$ cat src/rtl/leak_test_sequencer.sv
// leak_test_sequencer
//   Drives a two-copy multiplier timing-leak tester through a campaign of
//   NUM_TRIALS trials. Each trial loads four pseudo-random operands from a
//   32-bit LFSR, pulses start, waits for the tester to finish (or times out)
//   and accumulates the trial and leak counts.
//
// Ports
//   clk             rising-edge clock
//   rst             synchronous active-low reset
//   run             level request to execute one campaign
//   timingLeak      mismatch flag from the tester
//   timingLeakDone  either multiplier copy finished
//   start           one-cycle start pulse to the tester
//   multiplierOne / multiplicandOne / multiplierTwo / multiplicandTwo
//                   operands, stable from START through CHECK
//   trialCount      completed trials
//   leakCount       trials flagged as leaking (saturating)
//   timeoutFlag     sticky, set when any trial timed out
//   busy            high in every state except IDLE and FINISH
//   done            campaign complete
module leak_test_sequencer #(
    parameter int          WIDTH      = 8,
    parameter int          NUM_TRIALS = 16,
    parameter int          TIMEOUT    = 64,
    parameter logic [31:0] SEED       = 32'hACE1_1234
) (
    input  logic             clk,
    input  logic             rst,
    input  logic             run,
    input  logic             timingLeak,
    input  logic             timingLeakDone,
    output logic             start,
    output logic [WIDTH-1:0] multiplierOne,
    output logic [WIDTH-1:0] multiplicandOne,
    output logic [WIDTH-1:0] multiplierTwo,
    output logic [WIDTH-1:0] multiplicandTwo,
    output logic [15:0]      trialCount,
    output logic [15:0]      leakCount,
    output logic             timeoutFlag,
    output logic             busy,
    output logic             done
);

    typedef enum logic [2:0] {
        IDLE   = 3'd0,
        LOAD   = 3'd1,
        START  = 3'd2,
        WAIT   = 3'd3,
        CHECK  = 3'd4,
        FINISH = 3'd5
    } stateT;

    stateT       state;
    stateT       nextState;
    logic [31:0] lfsr;
    logic [31:0] lfsrNext;
    logic [15:0] waitCnt;
    logic        leakBit;
    logic        waitDone;
    logic        waitTimeout;
    logic        lastTrial;

    // Fibonacci LFSR, taps 32,22,2,1.
    assign lfsrNext = {lfsr[30:0], lfsr[31] ^ lfsr[21] ^ lfsr[1] ^ lfsr[0]};

    // waitCnt is 0 in the first WAIT cycle, so a done there is ignored.
    // Timeout fires in WAIT cycle number TIMEOUT; done wins a tie.
    assign waitDone    = (waitCnt != 16'd0) && timingLeakDone;
    assign waitTimeout = (waitCnt == 16'(TIMEOUT - 1));
    assign lastTrial   = ((trialCount + 16'd1) == 16'(NUM_TRIALS));

    // State register
    always_ff @(posedge clk) begin
        if (!rst) begin
            state <= IDLE;
        end else begin
            state <= nextState;
        end
    end

    // Next-state logic
    always_comb begin
        nextState = state;
        case (state)
            IDLE:    if (run) nextState = LOAD;
            LOAD:    nextState = START;
            START:   nextState = WAIT;
            WAIT:    if (waitDone || waitTimeout) nextState = CHECK;
            CHECK:   nextState = lastTrial ? FINISH : LOAD;
            FINISH:  if (!run) nextState = IDLE;
            default: nextState = IDLE;
        endcase
    end

    // Output decode
    always_comb begin
        start = (state == START);
        busy  = (state != IDLE) && (state != FINISH);
        done  = (state == FINISH);
    end

    // Datapath: LFSR, operands, wait counter, trial/leak bookkeeping
    always_ff @(posedge clk) begin
        if (!rst) begin
            lfsr            <= SEED;
            multiplierOne   <= '0;
            multiplicandOne <= '0;
            multiplierTwo   <= '0;
            multiplicandTwo <= '0;
            trialCount      <= '0;
            leakCount       <= '0;
            timeoutFlag     <= 1'b0;
            waitCnt         <= '0;
            leakBit         <= 1'b0;
        end else begin
            case (state)
                IDLE: begin
                    if (run) begin
                        trialCount  <= '0;
                        leakCount   <= '0;
                        timeoutFlag <= 1'b0;
                        lfsr        <= SEED;
                    end
                end
                LOAD: begin
                    // Operands come from the post-shift value so the first
                    // trial already uses a stepped LFSR.
                    lfsr            <= lfsrNext;
                    multiplierOne   <= lfsrNext[WIDTH-1:0];
                    multiplicandOne <= lfsrNext[2*WIDTH-1:WIDTH];
                    multiplierTwo   <= lfsrNext[3*WIDTH-1:2*WIDTH];
                    multiplicandTwo <= lfsrNext[4*WIDTH-1:3*WIDTH];
                end
                START: begin
                    waitCnt <= '0;
                end
                WAIT: begin
                    waitCnt <= waitCnt + 16'd1;
                    if (waitDone) begin
                        leakBit <= timingLeak;
                    end else if (waitTimeout) begin
                        leakBit     <= 1'b1;
                        timeoutFlag <= 1'b1;
                    end
                end
                CHECK: begin
                    trialCount <= trialCount + 16'd1;
                    if (leakBit && (leakCount != 16'hFFFF)) begin
                        leakCount <= leakCount + 16'd1;
                    end
                end
                default: ;
            endcase
        end
    end

endmodule
$ cat config.mk
export PLATFORM = sky130hd
export DESIGN_NAME = leak_test_sequencer
export DESIGN_NICKNAME = d
export VERILOG_FILES = /design/src/rtl/leak_test_sequencer.sv
export SDC_FILE = /design/constraint.sdc
export NUM_CORES = 1
export LEC_CHECK = 0
export CAP_MARGIN = 20
export CORE_MARGIN = 3
export CORE_UTILIZATION = 45
export DETAILED_ROUTE_END_ITERATION = 7
export PLACE_DENSITY = 0.68
export SYNTH_ARGS = -nofsm -noshare
export SYNTH_HDL_FRONTEND = slang
export SYNTH_SLANG_ARGS = --single-unit
$ cat constraint.sdc
create_clock -name clk -period 2.3 [get_ports clk]
set_input_delay 0.575 -clock clk [delete_from_list [all_inputs] [get_ports clk]]
set_output_delay 0.575 -clock clk [all_outputs]
set_load 0.02 [all_outputs]
==> results.md <==
Timing:
- Dividing the final minimum period by the clock period gives 0.948.
- The max-slew violation count is 0.
- Across all setup checks in the final design, the least slack found is 0.121 ns.
- The final hold violation count came to 0.
- Between clock sinks in the finished design, the worst skew comes to 0.0135 ns.
- Headroom to the max-slew limit came out at 0.450.
- The highest clock rate is 459 MHz.
- The post-layout minimum cycle time is 2.18 ns.
- The worst slack on hold paths is 0.463 ns.
- Setup violations remaining at the end of the flow were counted as 0.
- Setup total negative slack on the finished layout was measured at 0 ns.
- For the pin with the worst max-slew slack, the measured transition is 0.822 ns.

Detailed routing:
- For this run, design rule violations remaining after detail routing come to 0.
- For this block, the routed nets add up to 12.5 mm of wire.
- In the final routed layout, each cell accounts on average for 14.6 um.
- The pre-antenna-repair detailed-routing pass consisted of 5 iterations.
- Using the TritonRoute via totals, the vias-per-cell ratio works out to 5.58.
- The number of DRC markers in iteration 0 is 267.
- In this run the remaining antenna-violating nets after routing total 0.
- Detailed routing inserted a total of 4,790 vias.

Floorplan:
- The initial core utilization is 0.472.
- The die footprint is 0.0130 sq mm.
- The standard-cell row count is 38.
- The die is 114 um wide.
- In this run the vertical extent of the chip is 114 um.
- The count of boundary I/O pins is 73.
- After floorplanning, the core was sized to cover 0.0111 sq mm.

Worst setup path:
- The type of the worst setup path is flip-flop to output port.
- Counting cells, the worst reg-to-reg path comes to 7.
- STA classifies the critical path endpoint as an output port.
- Counting both buffers and inverters, the worst setup path holds a total of 1.
- Data on the critical path is required at its endpoint by 1.73 ns.
- In this run the critical register-to-register path is captured at state[2].
- On the critical path, the stage with the largest delay is an instance of sky130_fd_sc_hd__clkdlybuf4s50_1.
- Of all nets on the critical path, the largest fanout is 9.
- STA classifies the critical path startpoint as a flip-flop.
- In this run the register-to-register setup slack is 0.22 ns.
- In this run the critical register-to-register path is launched from trialCount[0].
- The arrival time at the worst endpoint is 1.60 ns.
- Traced cell by cell, the critical path runs through clkdlybuf4s50_1.
- The cell family contributing the most delay on the critical path is buffers and inverters.
- The largest single stage delay on the critical path is 0.68 ns.

Synthesis:
- The dominant synthesized flop cell is sky130_fd_sc_hd__dfxtp_1.
- The post-synthesis cell area is 0.00525 sq mm.
- The most area-hungry cell type in the Yosys netlist is sky130_fd_sc_hd__dfxtp_1.
- The synthesized netlist net count is 640.
- In the post-synthesis netlist, the biggest area contributors are sky130_fd_sc_hd__dfxtp_1 (45%), sky130_fd_sc_hd__nand2_1 (10%), sky130_fd_sc_hd__a21boi_0 (8.7%), sky130_fd_sc_hd__nor2_1 (2.6%), sky130_fd_sc_hd__clkbuf_1 (2.2%).
- In this run, synthesis produced a sequential element count of 117.
- In this run the mean area of a mapped cell was 8.33 sq um.
- The synthesized netlist contains 61 unique library cells.
- Counting every instance in the synthesized netlist gives 630.
- Counting flops with an async set or reset pin after synthesis yields a share of 0.
- The number of synthesized flops with an enable pin is 0.
- The share of synthesized area in the top cell type comes to 0.446.
- The part of the Yosys area used for sequential elements is 0.446.
- The synthesis warning total is 0.

Min path:
- For hold timing, the worst endpoint is multiplierTwo[7].
- The number of cells traversed by the worst hold path is 2.
- The hold path startpoint is multiplierTwo[7].
- The worst hold path class is flip-flop to flip-flop.

Power:
- The leakage component of the power is 2.39 nW.
- Power spread over the standard cell area amounts to 834 mW/mm^2.
- The maximum resistive drop on vdd is 0.000761 V.

Placement:
- Once detailed placement completed, the half-perimeter wirelength came to 8.43 mm.
- The global placer's final weighted congestion is 0.829.
- After detailed placement, the design holds a cell count of 827.
- The setup slack after placement is -0.0735 ns.
- Buffers placed on the I/O ports in this run total 72.

GRT:
- The overflow left after global routing is 0.
- The global-route usage over all layers is 0.204.
- The largest net degree at the start of global routing is 57.
- The number of antenna violations at the first check in global routing was 0.
- The via count of the first global-routing pass came to 4,652.
- The global-route wire length before repair is 21.8 mm.

Clock network:
- Post-CTS repair changed the size of 3 cells.
- The post-CTS setup repair buffer count is 0.
- The number of clock sinks is 117.
- The longest clock path from root to sink contains 2 buffers.
- Hold repair after CTS inserted 0 buffers.
- In this run, CTS created clock tree buffers numbering 17.
- The clock latency reported for the late side of the worst-skew pair is 0.42 ns.
- The H-tree depth is 4.
- The cell chosen for the clock root is sky130_fd_sc_hd__clkbuf_16.
- The TritonCTS clock tree is done.
- The clock input transition at the sequential cells of the worst setup and hold paths is 0.06 ns.

Cells and area:
- For this run, the post-layout net count is 716.
- The ratio of cells with drive above 1 in the final layout is 0.0974.
- The synthesis-to-finish area growth is 29.3%.
- The repair_antennas step left the layout with diodes totalling 0.
- The number of non-filler instances in the completed layout is 859.

Flow run:
- The max-cap violation count is 0.

Status:
- The run finished with clean final reports.
## power breakdown
group	leakage, nW	internal [W]	switching [W]
sequential	0.949	0.00214	0.0000787
clock	0.275	0.00162	0.00102
combinational	1.17	0.000305	0.000496
## stage by stage
| step | instance area [sq um] | util | total power [W] |
|---|---|---|---|
| detailed placement | 6180 | 0.556 | 0.00307 |
| global placement | 6180 | 0.556 | 0.00305 |
| finish | 6790 | 0.610 | 0.00566 |
| global route | 6790 | 0.610 | 0.00591 |
| floorplan | 5250 | - | 0.00276 |
| CTS | 6780 | 0.609 | 0.00571 |
## placed cells by master, fill, tap and decap left out, types with 3 or more instances in the layout
| cell | count |
|---|---|
| sky130_fd_sc_hd__a21oi_1 | 16 |
| sky130_fd_sc_hd__a31oi_1 | 3 |
| sky130_fd_sc_hd__nor4b_1 | 3 |
| sky130_fd_sc_hd__a22oi_1 | 5 |
| sky130_fd_sc_hd__nand2_1 | 141 |
| sky130_fd_sc_hd__inv_6 | 5 |
| sky130_fd_sc_hd__a211oi_1 | 4 |
| sky130_fd_sc_hd__nand3b_1 | 4 |
| sky130_fd_sc_hd__xor2_1 | 3 |
| sky130_fd_sc_hd__nand2b_1 | 7 |
| sky130_fd_sc_hd__clkinvlp_4 | 5 |
| sky130_fd_sc_hd__xnor2_1 | 13 |
| sky130_fd_sc_hd__clkdlybuf4s50_1 | 68 |
| sky130_fd_sc_hd__dfxtp_1 | 116 |
| sky130_fd_sc_hd__a2111o_1 | 6 |
| sky130_fd_sc_hd__and3_1 | 10 |
| sky130_fd_sc_hd__nand4_1 | 10 |
| sky130_fd_sc_hd__o21ai_1 | 3 |
| sky130_fd_sc_hd__and2_1 | 3 |
| sky130_fd_sc_hd__a21boi_0 | 61 |
| sky130_fd_sc_hd__nor2b_1 | 9 |
| sky130_fd_sc_hd__o311a_1 | 3 |
| sky130_fd_sc_hd__clkbuf_16 | 17 |
| sky130_fd_sc_hd__buf_4 | 24 |
| sky130_fd_sc_hd__ha_1 | 5 |
| sky130_fd_sc_hd__o22ai_1 | 13 |
| sky130_fd_sc_hd__nor4_1 | 7 |
| sky130_fd_sc_hd__nor3_1 | 13 |
| sky130_fd_sc_hd__o21a_1 | 3 |
| sky130_fd_sc_hd__o21ai_0 | 18 |
| sky130_fd_sc_hd__nor2_1 | 37 |
| sky130_fd_sc_hd__mux2i_1 | 6 |
| sky130_fd_sc_hd__nand3_1 | 22 |
| sky130_fd_sc_hd__inv_1 | 9 |
| sky130_fd_sc_hd__o2111ai_1 | 4 |
## final cells by class
type | count | area, sq um
clock inverters | 15 | 170
fillers | 996 | 4340
repair buffers | 97 | 916
well taps | 140 | 175
clock buffers | 17 | 425
multi-input cells | 464 | 2720
inverters | 9 | 33.8
flip-flops and latches | 117 | 2340
## layer usage
metal  track usage  routed length, um  vias to the layer above
met5             0                  0                        -
met4        0.0681                150                        0
met3        0.0621                602                       18
met2         0.321               5950                      137
met1         0.266               5840                     2254
li1              -                  -                     2381
## logic make-up after synthesis
kind of cell	count (synthesis)	share of synthesized area
xor gates and xnor gates	16	0.0267
and+or+nand+nor	282	0.253
buffers and inverters	49	0.0374
adders and majority gates	5	0.0119
DFF	117	0.446
muxes	7	0.0136
AOI/OAI and AO/OA	154	0.211
## how the worst max path moves through the flow
stage / start / endpoint / slack, ns / cells past startpoint
after floorplan: trialCount[0] / state[2] / 0.23 / 6
after global placement: run / lfsr[15] / 0.001 / 6
after detailed placement: run / lfsr[25] / -0.07 / 6
after CTS: state[2] / busy / 0.02 / 3
after global routing: trialCount[0] / state[2] / -0.07 / 7
final: leakCount[2] / leakCount[2] / 0.12 / 1
## synth_stat cells (all sizes together), types with 3 or more instances
| cell type | instances |
|---|---|
| nand2 | 141 |
| dfxtp | 117 |
| a21boi | 61 |
| nor2 | 38 |
| clkbuf | 31 |
| nand3 | 22 |
| o21ai | 21 |
| a21oi | 16 |
| nor3 | 13 |
| o22ai | 13 |
| xnor2 | 13 |
| nand4 | 11 |
| and3 | 10 |
| nor2b | 10 |
| buf | 9 |
| inv | 9 |
| nor4 | 8 |
| nand2b | 7 |
| a2111o | 6 |
| mux2i | 6 |
| a22oi | 5 |
| ha | 5 |
| a211oi | 4 |
| nand3b | 4 |
| o2111ai | 4 |
| a31oi | 3 |
| and2 | 3 |
| nor4b | 3 |
| o21a | 3 |
| o311a | 3 |
| xor2 | 3 |
## sequential cells by signal (all words and copies together), names as in the netlist
register	flops
multiplicandTwo	8
trialCount	16
timeoutFlag	1
lfsr	32
multiplicandOne	8
state	3
leakBit	1
waitCnt	16
multiplierOne	8
multiplierTwo	8
leakCount	16
No activity file was read; power rests on OpenSTA's default activity.
